==> config.mk <==
export PLATFORM = sky130hd
export DESIGN_NAME = branch_resolution_queue
export DESIGN_NICKNAME = d
export VERILOG_FILES = /design/src/rtl/branch_pred_pkg.sv /design/src/rtl/branch_outcome_compare.sv /design/src/rtl/branch_resolution_queue.sv
export SDC_FILE = /design/constraint.sdc
export NUM_CORES = 1
export LEC_CHECK = 0
export ABC_AREA = 1
export CAP_MARGIN = 25
export CORE_AREA = 2 2 176 178
export CTS_CLUSTER_SIZE = 25
export DETAILED_ROUTE_END_ITERATION = 8
export DIE_AREA = 0 0 178 180
export HOLD_SLACK_MARGIN = 0.05
export PLACE_DENSITY = 0.69
export SLEW_MARGIN = 20
export SYNTH_ARGS = -nofsm -noshare
export SYNTH_HDL_FRONTEND = slang
export SYNTH_SLANG_ARGS = --single-unit
==> constraint.sdc <==
create_clock -name clk -period 5.5 [get_ports clk]
set_input_delay 1.1 -clock clk [delete_from_list [all_inputs] [get_ports clk]]
set_output_delay 1.1 -clock clk [all_outputs]
set_load 0.05 [all_outputs]
==> src/rtl/branch_pred_pkg.sv <==
// Shared branch-prediction types: queued prediction record and 2-bit counter state encoding.
package branch_pred_pkg;

    localparam int BRQ_DATA_WIDTH  = 16;
    localparam int BRQ_INDEX_WIDTH = 6;

    localparam logic [1:0] STRONG_NT = 2'b00;
    localparam logic [1:0] WEAK_NT   = 2'b01;
    localparam logic [1:0] WEAK_T    = 2'b10;
    localparam logic [1:0] STRONG_T  = 2'b11;

    typedef struct packed {
        logic [BRQ_INDEX_WIDTH-1:0] address;
        logic                       hit;
        logic [1:0]                 prediction;
        logic [BRQ_DATA_WIDTH-1:0]  predicted_destination;
        logic [BRQ_DATA_WIDTH-1:0]  fallthrough;
    } branch_queue_entry_t;

endpackage

==> src/rtl/branch_outcome_compare.sv <==
// Compares a recorded prediction against the resolved outcome; pure combinational.
module branch_outcome_compare
    import branch_pred_pkg::*;
(
    input  branch_queue_entry_t        entry,
    input  logic                       resolve_taken,
    input  logic [BRQ_DATA_WIDTH-1:0]  resolve_destination,
    output logic                       mispredict,
    output logic [BRQ_DATA_WIDTH-1:0]  redirect_pc
);

    logic predicted_taken;

    // A miss in the target buffer always counts as a not-taken prediction.
    assign predicted_taken = entry.hit && (entry.prediction inside {WEAK_T, STRONG_T});

    assign mispredict = (predicted_taken != resolve_taken) ||
                        (predicted_taken && resolve_taken &&
                         (entry.predicted_destination != resolve_destination));

    assign redirect_pc = resolve_taken ? resolve_destination : entry.fallthrough;

endmodule

==> src/rtl/branch_resolution_queue.sv <==
// In-order queue of outstanding branch predictions; resolves the oldest and emits update/redirect pulses.
module branch_resolution_queue
    import branch_pred_pkg::*;
#(
    parameter int DATABITWIDTH           = BRQ_DATA_WIDTH,
    parameter int PREDICTORDEPTH         = 64,
    parameter int PREDICTORINDEXBITWIDTH = (PREDICTORDEPTH > 1) ? $clog2(PREDICTORDEPTH) : 1,
    parameter int QUEUEDEPTH             = 8,
    parameter int QUEUEINDEXBITWIDTH     = $clog2(QUEUEDEPTH)
) (
    input  logic                              clk,
    input  logic                              sync_rst_n,
    input  logic                              clk_en,
    input  logic                              PredictValid,
    output logic                              PredictReady,
    input  logic [PREDICTORINDEXBITWIDTH-1:0] PredictAddress,
    input  logic                              PredictionValidIn,
    input  logic [1:0]                        PredictionIn,
    input  logic [DATABITWIDTH-1:0]           PredictedDestinationIn,
    input  logic [DATABITWIDTH-1:0]           FallthroughPC,
    input  logic                              ResolveValid,
    input  logic                              ResolveTaken,
    input  logic [DATABITWIDTH-1:0]           ResolveDestination,
    output logic                              UpdateEnable,
    output logic [PREDICTORINDEXBITWIDTH-1:0] UpdateAddress,
    output logic [DATABITWIDTH-1:0]           UpdateDestination,
    output logic                              UpdateTaken,
    output logic                              Mispredict,
    output logic [DATABITWIDTH-1:0]           RedirectPC,
    output logic                              ResolveUnderflow,
    output logic [QUEUEINDEXBITWIDTH:0]       Occupancy,
    output logic                              QueueEmpty,
    output logic                              QueueFull
);

    branch_queue_entry_t entries [QUEUEDEPTH];

    logic [QUEUEINDEXBITWIDTH:0] head;
    logic [QUEUEINDEXBITWIDTH:0] tail;

    branch_queue_entry_t new_entry;
    branch_queue_entry_t head_entry;
    logic                do_enqueue;
    logic                do_resolve;
    logic                resolve_mispredict;
    logic [DATABITWIDTH-1:0] resolve_redirect;

    // Pointers carry an extra wrap bit so full and empty are distinguishable.
    assign QueueEmpty   = (head == tail);
    assign QueueFull    = (head[QUEUEINDEXBITWIDTH] != tail[QUEUEINDEXBITWIDTH]) &&
                          (head[QUEUEINDEXBITWIDTH-1:0] == tail[QUEUEINDEXBITWIDTH-1:0]);
    assign Occupancy    = tail - head;
    assign PredictReady = sync_rst_n && !QueueFull;

    assign do_enqueue = clk_en && PredictValid && PredictReady;
    assign do_resolve = clk_en && ResolveValid && !QueueEmpty;

    assign new_entry.address               = PredictAddress;
    assign new_entry.hit                   = PredictionValidIn;
    assign new_entry.prediction            = PredictionIn;
    assign new_entry.predicted_destination = PredictedDestinationIn;
    assign new_entry.fallthrough           = FallthroughPC;

    assign head_entry = entries[head[QUEUEINDEXBITWIDTH-1:0]];

    branch_outcome_compare u_compare (
        .entry               (head_entry),
        .resolve_taken       (ResolveTaken),
        .resolve_destination (ResolveDestination),
        .mispredict          (resolve_mispredict),
        .redirect_pc         (resolve_redirect)
    );

    // A write landing just before a mispredict flush is harmless: the pointers discard it.
    always_ff @(posedge clk) begin
        if (do_enqueue) begin
            entries[tail[QUEUEINDEXBITWIDTH-1:0]] <= new_entry;
        end
    end

    always_ff @(posedge clk) begin
        if (!sync_rst_n) begin
            head              <= '0;
            tail              <= '0;
            UpdateEnable      <= 1'b0;
            UpdateAddress     <= '0;
            UpdateDestination <= '0;
            UpdateTaken       <= 1'b0;
            Mispredict        <= 1'b0;
            RedirectPC        <= '0;
            ResolveUnderflow  <= 1'b0;
        end else if (clk_en) begin
            if (do_resolve && resolve_mispredict) begin
                head <= '0;
                tail <= '0;
            end else begin
                if (do_enqueue) tail <= tail + 1'b1;
                if (do_resolve) head <= head + 1'b1;
            end
            UpdateEnable     <= do_resolve;
            Mispredict       <= do_resolve && resolve_mispredict;
            ResolveUnderflow <= ResolveValid && QueueEmpty;
            if (do_resolve) begin
                UpdateAddress     <= head_entry.address;
                UpdateDestination <= ResolveDestination;
                UpdateTaken       <= ResolveTaken;
                RedirectPC        <= resolve_redirect;
            end
        end
    end

endmodule

==> flow_results.org <==
** Global route
- Global-route total usage across every layer :: 0.228
- Global-route wire length before repair :: 55800 um
- Leftover overflow at the end of global routing :: 0
- Number of global-route vias before repair :: 9828
- Entering global routing, the biggest net connects 93 pins.
- Initial antenna violation count :: 0

** Setup path
- Most repeated library cell on the critical path :: sky130_fd_sc_hd__clkdlybuf4s50_1
- Number of cells on the worst reg-to-reg path :: 17
- The critical path contains buffers and inverters numbering 4 combined.
- CP startpoint kind :: input pin
- Endpoint kind of the worst setup timing path :: output pin
- For the worst setup path, the data required time is 4.40 ns.
- Counting buffers and inverters, the worst setup path is 5 cells deep.
- The most critical setup path has its endpoint at PredictReady.
- Worst setup slack for register-to-register paths :: 2.13 ns
- Slowest cell on crit path :: sky130_fd_sc_hd__clkdlybuf4s50_1
- The worst setup path is of the input pin to output pin kind.
- In this run the worst path has a maximum fanout of 17.
- Broken down by cell family, the worst path's largest delay share belongs to buffers and inverters.
- Traced cell by cell, the critical path runs through clkdlybuf4s50_1 -> buf_4 -> inv_2 -> nor2_1 -> clkdlybuf4s50_1.
- Data arrival at the endpoint of the critical path :: 2.84 ns
- Worst stage delay on the critical path :: 0.83 ns
- Crit path launch :: sync_rst_n

** Clock network
- The H-tree was split into 2 levels.
- Clock tree root driver cell :: sky130_fd_sc_hd__clkbuf_16
- Number of hold-repair buffers added at the cts stage :: 0
- The clock passes through at most 3 buffers.
- Post-CTS timing repair inserted 0 buffers for setup.
- Total clock sinks :: 373
- Clock buffers created by TritonCTS :: 38
- Post-cts sizing count :: 0
- After clock tree synthesis, the clock-pin slew on the worst setup and hold paths is 0.06 ns.
- TritonCTS built the clock tree.
- Clock latency on the worst-skew pair :: 0.52 ns

** Floorplan
- Die H :: 180 um
- Standard-cell row count :: 64
- In this run the horizontal extent of the chip is 178 um.
- In this run the count of I/O pins placed on the die edge is 112.
- Starting utilization of the core area :: 0.493
- Area of the core :: 0.0302 mm2
- The floorplan step defined a die boundary enclosing 0.0320 mm2.

** STA
- Maximum clock frequency :: 0.254 GHz
- Final Max Slew Viols :: 0
- In this run the tightest slew margin relative to its limit is 0.344.
- The worst path in the final design needs a cycle of 3.94 ns, including I/O delays and setup.
- Setup repair after global routing left no endpoint under its margin.
- The clock arrives with 0.0157 ns of skew.
- Final setup viols :: 0
- Count of final hold-check violations :: 0
- For the pin with the worst max-slew slack, the measured transition is 0.984 ns.
- Tcrit/Tclk final :: 0.717
- Setup TNS :: 0 ns
- Setup ws final :: 1.56 ns

** Routing
- The count of nets left with antenna violations once routing finished came out at 0.
- Residual DRC count :: 0
- Average wire length per cell after detail routing :: 20.0 um
- Wires add up to 36200 um.
- Detailed routing inserted a total of 10.1k vias.
- After detailed routing, the number of vias per cell comes to 5.55.
- Before antenna repair, the detailed router went through 5 iterations.
- For this block, the initial DRC count from the detailed router was 964.

** Status
- Outcome :: completed

** Finish
- Top library cells by usage in the layout, fill and taps aside :: sky130_fd_sc_hd__edfxtp_1 (320), sky130_fd_sc_hd__nand2_1 (249), sky130_fd_sc_hd__nand3_1 (141), sky130_fd_sc_hd__nor2_1 (123), sky130_fd_sc_hd__clkdlybuf4s50_1 (110)
- Area growth from synthesis to final layout :: 19.2%
- Nets :: 1459
- Leaving out fill and tap cells, the most frequent cell in the layout is sky130_fd_sc_hd__edfxtp_1.
- Fillers :: 2378
- Register area :: 0.0107 mm2
- Ant. Diodes :: 0
- The multi-input combinational cells in the finished layout cover a total of 0.00361 mm2.
- Fraction of final layout cells with drive strength greater than 1 :: 0.0712

** Job
- Across the run, the number of max-cap violations was 0.

** Logic synthesis
- Of the synthesized area, sequential elements account for 0.717.
- Post-Syn Area per Cell :: 11.6 um2
- Counting every net in the synthesized netlist gives 1354.
- Synth top area share :: 0.646
- After technology mapping, the gate count stands at 1284.
- Total number of yosys warnings :: 0
- The cell area that synthesis handed to floorplanning was 0.0149 mm2.
- Cell taking the most area after synthesis :: sky130_fd_sc_hd__edfxtp_1
- Flip-flop and latch count after synthesis :: 373
- Library cells used by synthesis :: 29
- By area the synthesized netlist is led by sky130_fd_sc_hd__edfxtp_1 (65%), sky130_fd_sc_hd__dfxtp_1 (7.1%), sky130_fd_sc_hd__nand2_1 (6.3%), sky130_fd_sc_hd__nand3_1 (4.7%), sky130_fd_sc_hd__o21ai_0 (3.6%).

** Worst hold path
- Worst min-delay path class :: flop to flop

** Power and ir drop
- Leakage :: 0.00639 uW
- VDD sags by at most 0.000270 V.
- The design draws 6100 uW.
- Power spread over the standard cell area amounts to 344 mW/mm2.

** Place
- DPL Wire Length :: 20900 um
- Post-place setup slack :: 1.43 ns
- Count of buffers from port buffering :: 110
- At the end of routability-driven placement, the weighted congestion stood at 0.810.
[worst min path at each step]
stage | startpoint | to | cells after the start
after floorplan | head[3]$_SDFFE_PN0P_ | head[3]$_SDFFE_PN0P_ | 2
after global placement | UpdateEnable$_SDFFE_PN0P_ | UpdateEnable$_SDFFE_PN0P_ | 2
after detailed placement | Mispredict$_SDFFE_PN0P_ | Mispredict$_SDFFE_PN0P_ | 2
final | Mispredict$_SDFFE_PN0P_ | Mispredict$_SDFFE_PN0P_ | 2
after global routing | UpdateDestination[12]$_SDFFE_PN0P_ | UpdateDestination[12]$_SDFFE_PN0P_ | 2
after CTS | Mispredict$_SDFFE_PN0P_ | Mispredict$_SDFFE_PN0P_ | 2
[metrics by stage]
stage | instances | hold WS, ns | instance area [um2] | util
after detailed placement | 1745 | 0.457 | 16500 | 0.546
final | 1814 | 0.466 | 17700 | 0.587
after CTS | 1814 | 0.466 | 17700 | 0.587
after global routing | 1814 | 0.481 | 17700 | 0.587
after floorplan | 1284 | 0.514 | 14900 | -
after global placement | 1744 | 0.451 | 16400 | 0.545
[where the power goes]
part	internal, uW	total, uW	switching [uW]
clock network	1560	2580	1020
registers	3100	3120	24.2
logic	132	398	267
total	4790	6100	1310
[Yosys cell counts]
master	n
sky130_fd_sc_hd__xnor2_1	2
sky130_fd_sc_hd__nor2_1	129
sky130_fd_sc_hd__xor2_1	6
sky130_fd_sc_hd__o21ai_0	108
sky130_fd_sc_hd__or2_2	1
sky130_fd_sc_hd__o221ai_1	38
sky130_fd_sc_hd__a31oi_1	16
sky130_fd_sc_hd__nand3b_1	9
sky130_fd_sc_hd__nand2_1	249
sky130_fd_sc_hd__nand3_1	141
sky130_fd_sc_hd__buf_4	4
sky130_fd_sc_hd__nor3_1	4
sky130_fd_sc_hd__inv_2	3
sky130_fd_sc_hd__clkbuf_1	44
sky130_fd_sc_hd__a21oi_1	20
sky130_fd_sc_hd__nand4_1	1
sky130_fd_sc_hd__inv_1	91
sky130_fd_sc_hd__clkinv_1	1
sky130_fd_sc_hd__o31ai_1	1
sky130_fd_sc_hd__nor2_4	1
sky130_fd_sc_hd__dfxtp_1	53
sky130_fd_sc_hd__edfxtp_1	320
sky130_fd_sc_hd__ha_1	6
sky130_fd_sc_hd__nand2_2	1
sky130_fd_sc_hd__o22ai_1	6
sky130_fd_sc_hd__buf_2	20
sky130_fd_sc_hd__buf_1	5
sky130_fd_sc_hd__fa_1	1
sky130_fd_sc_hd__o21ai_1	3
[tightest hold or removal path: stages, from the launching register on]
cell and delay, ns:
sky130_fd_sc_hd__dfxtp_1 0.31, sky130_fd_sc_hd__nand2_1 0.06, sky130_fd_sc_hd__a21oi_1 0.05
[flip-flops by register name, summed over array words and instances, names as in the netlist, named ones only]
signal	flops
UpdateAddress	6
UpdateEnable	1
tail	4
entries	320
UpdateDestination	16
ResolveUnderflow	1
RedirectPC	16
UpdateTaken	1
head	4
Mispredict	1
[routing by layer]
layer,GRT usage,vias to the layer above,routed length (um)
met5,0,-,0
met4,0.0810,0,1180
met3,0.0415,76,2680
met2,0.367,398,17200
met1,0.312,4866,15200
li1,-,4721,-
[cell type report]
class,count,share of cell area
clock inverters,16,0.0103
inverters,95,0.0205
repair buffers,138,0.0751
flip-flops and latches,373,0.602
clock buffers,53,0.0608
multi-input cells,743,0.203
well taps,396,0.0279
[kinds of logic after synthesis]
family / count (synthesis) / synth area share
AOI/OAI and AO/OA: 192 / 0.0762
buffers and inverters: 168 / 0.0451
adders and majority gates: 7 / 0.00639
and+or+nand+nor: 536 / 0.151
DFF: 373 / 0.717
xor gates and xnor gates: 8 / 0.00471
(Power assumes the default switching activity.)
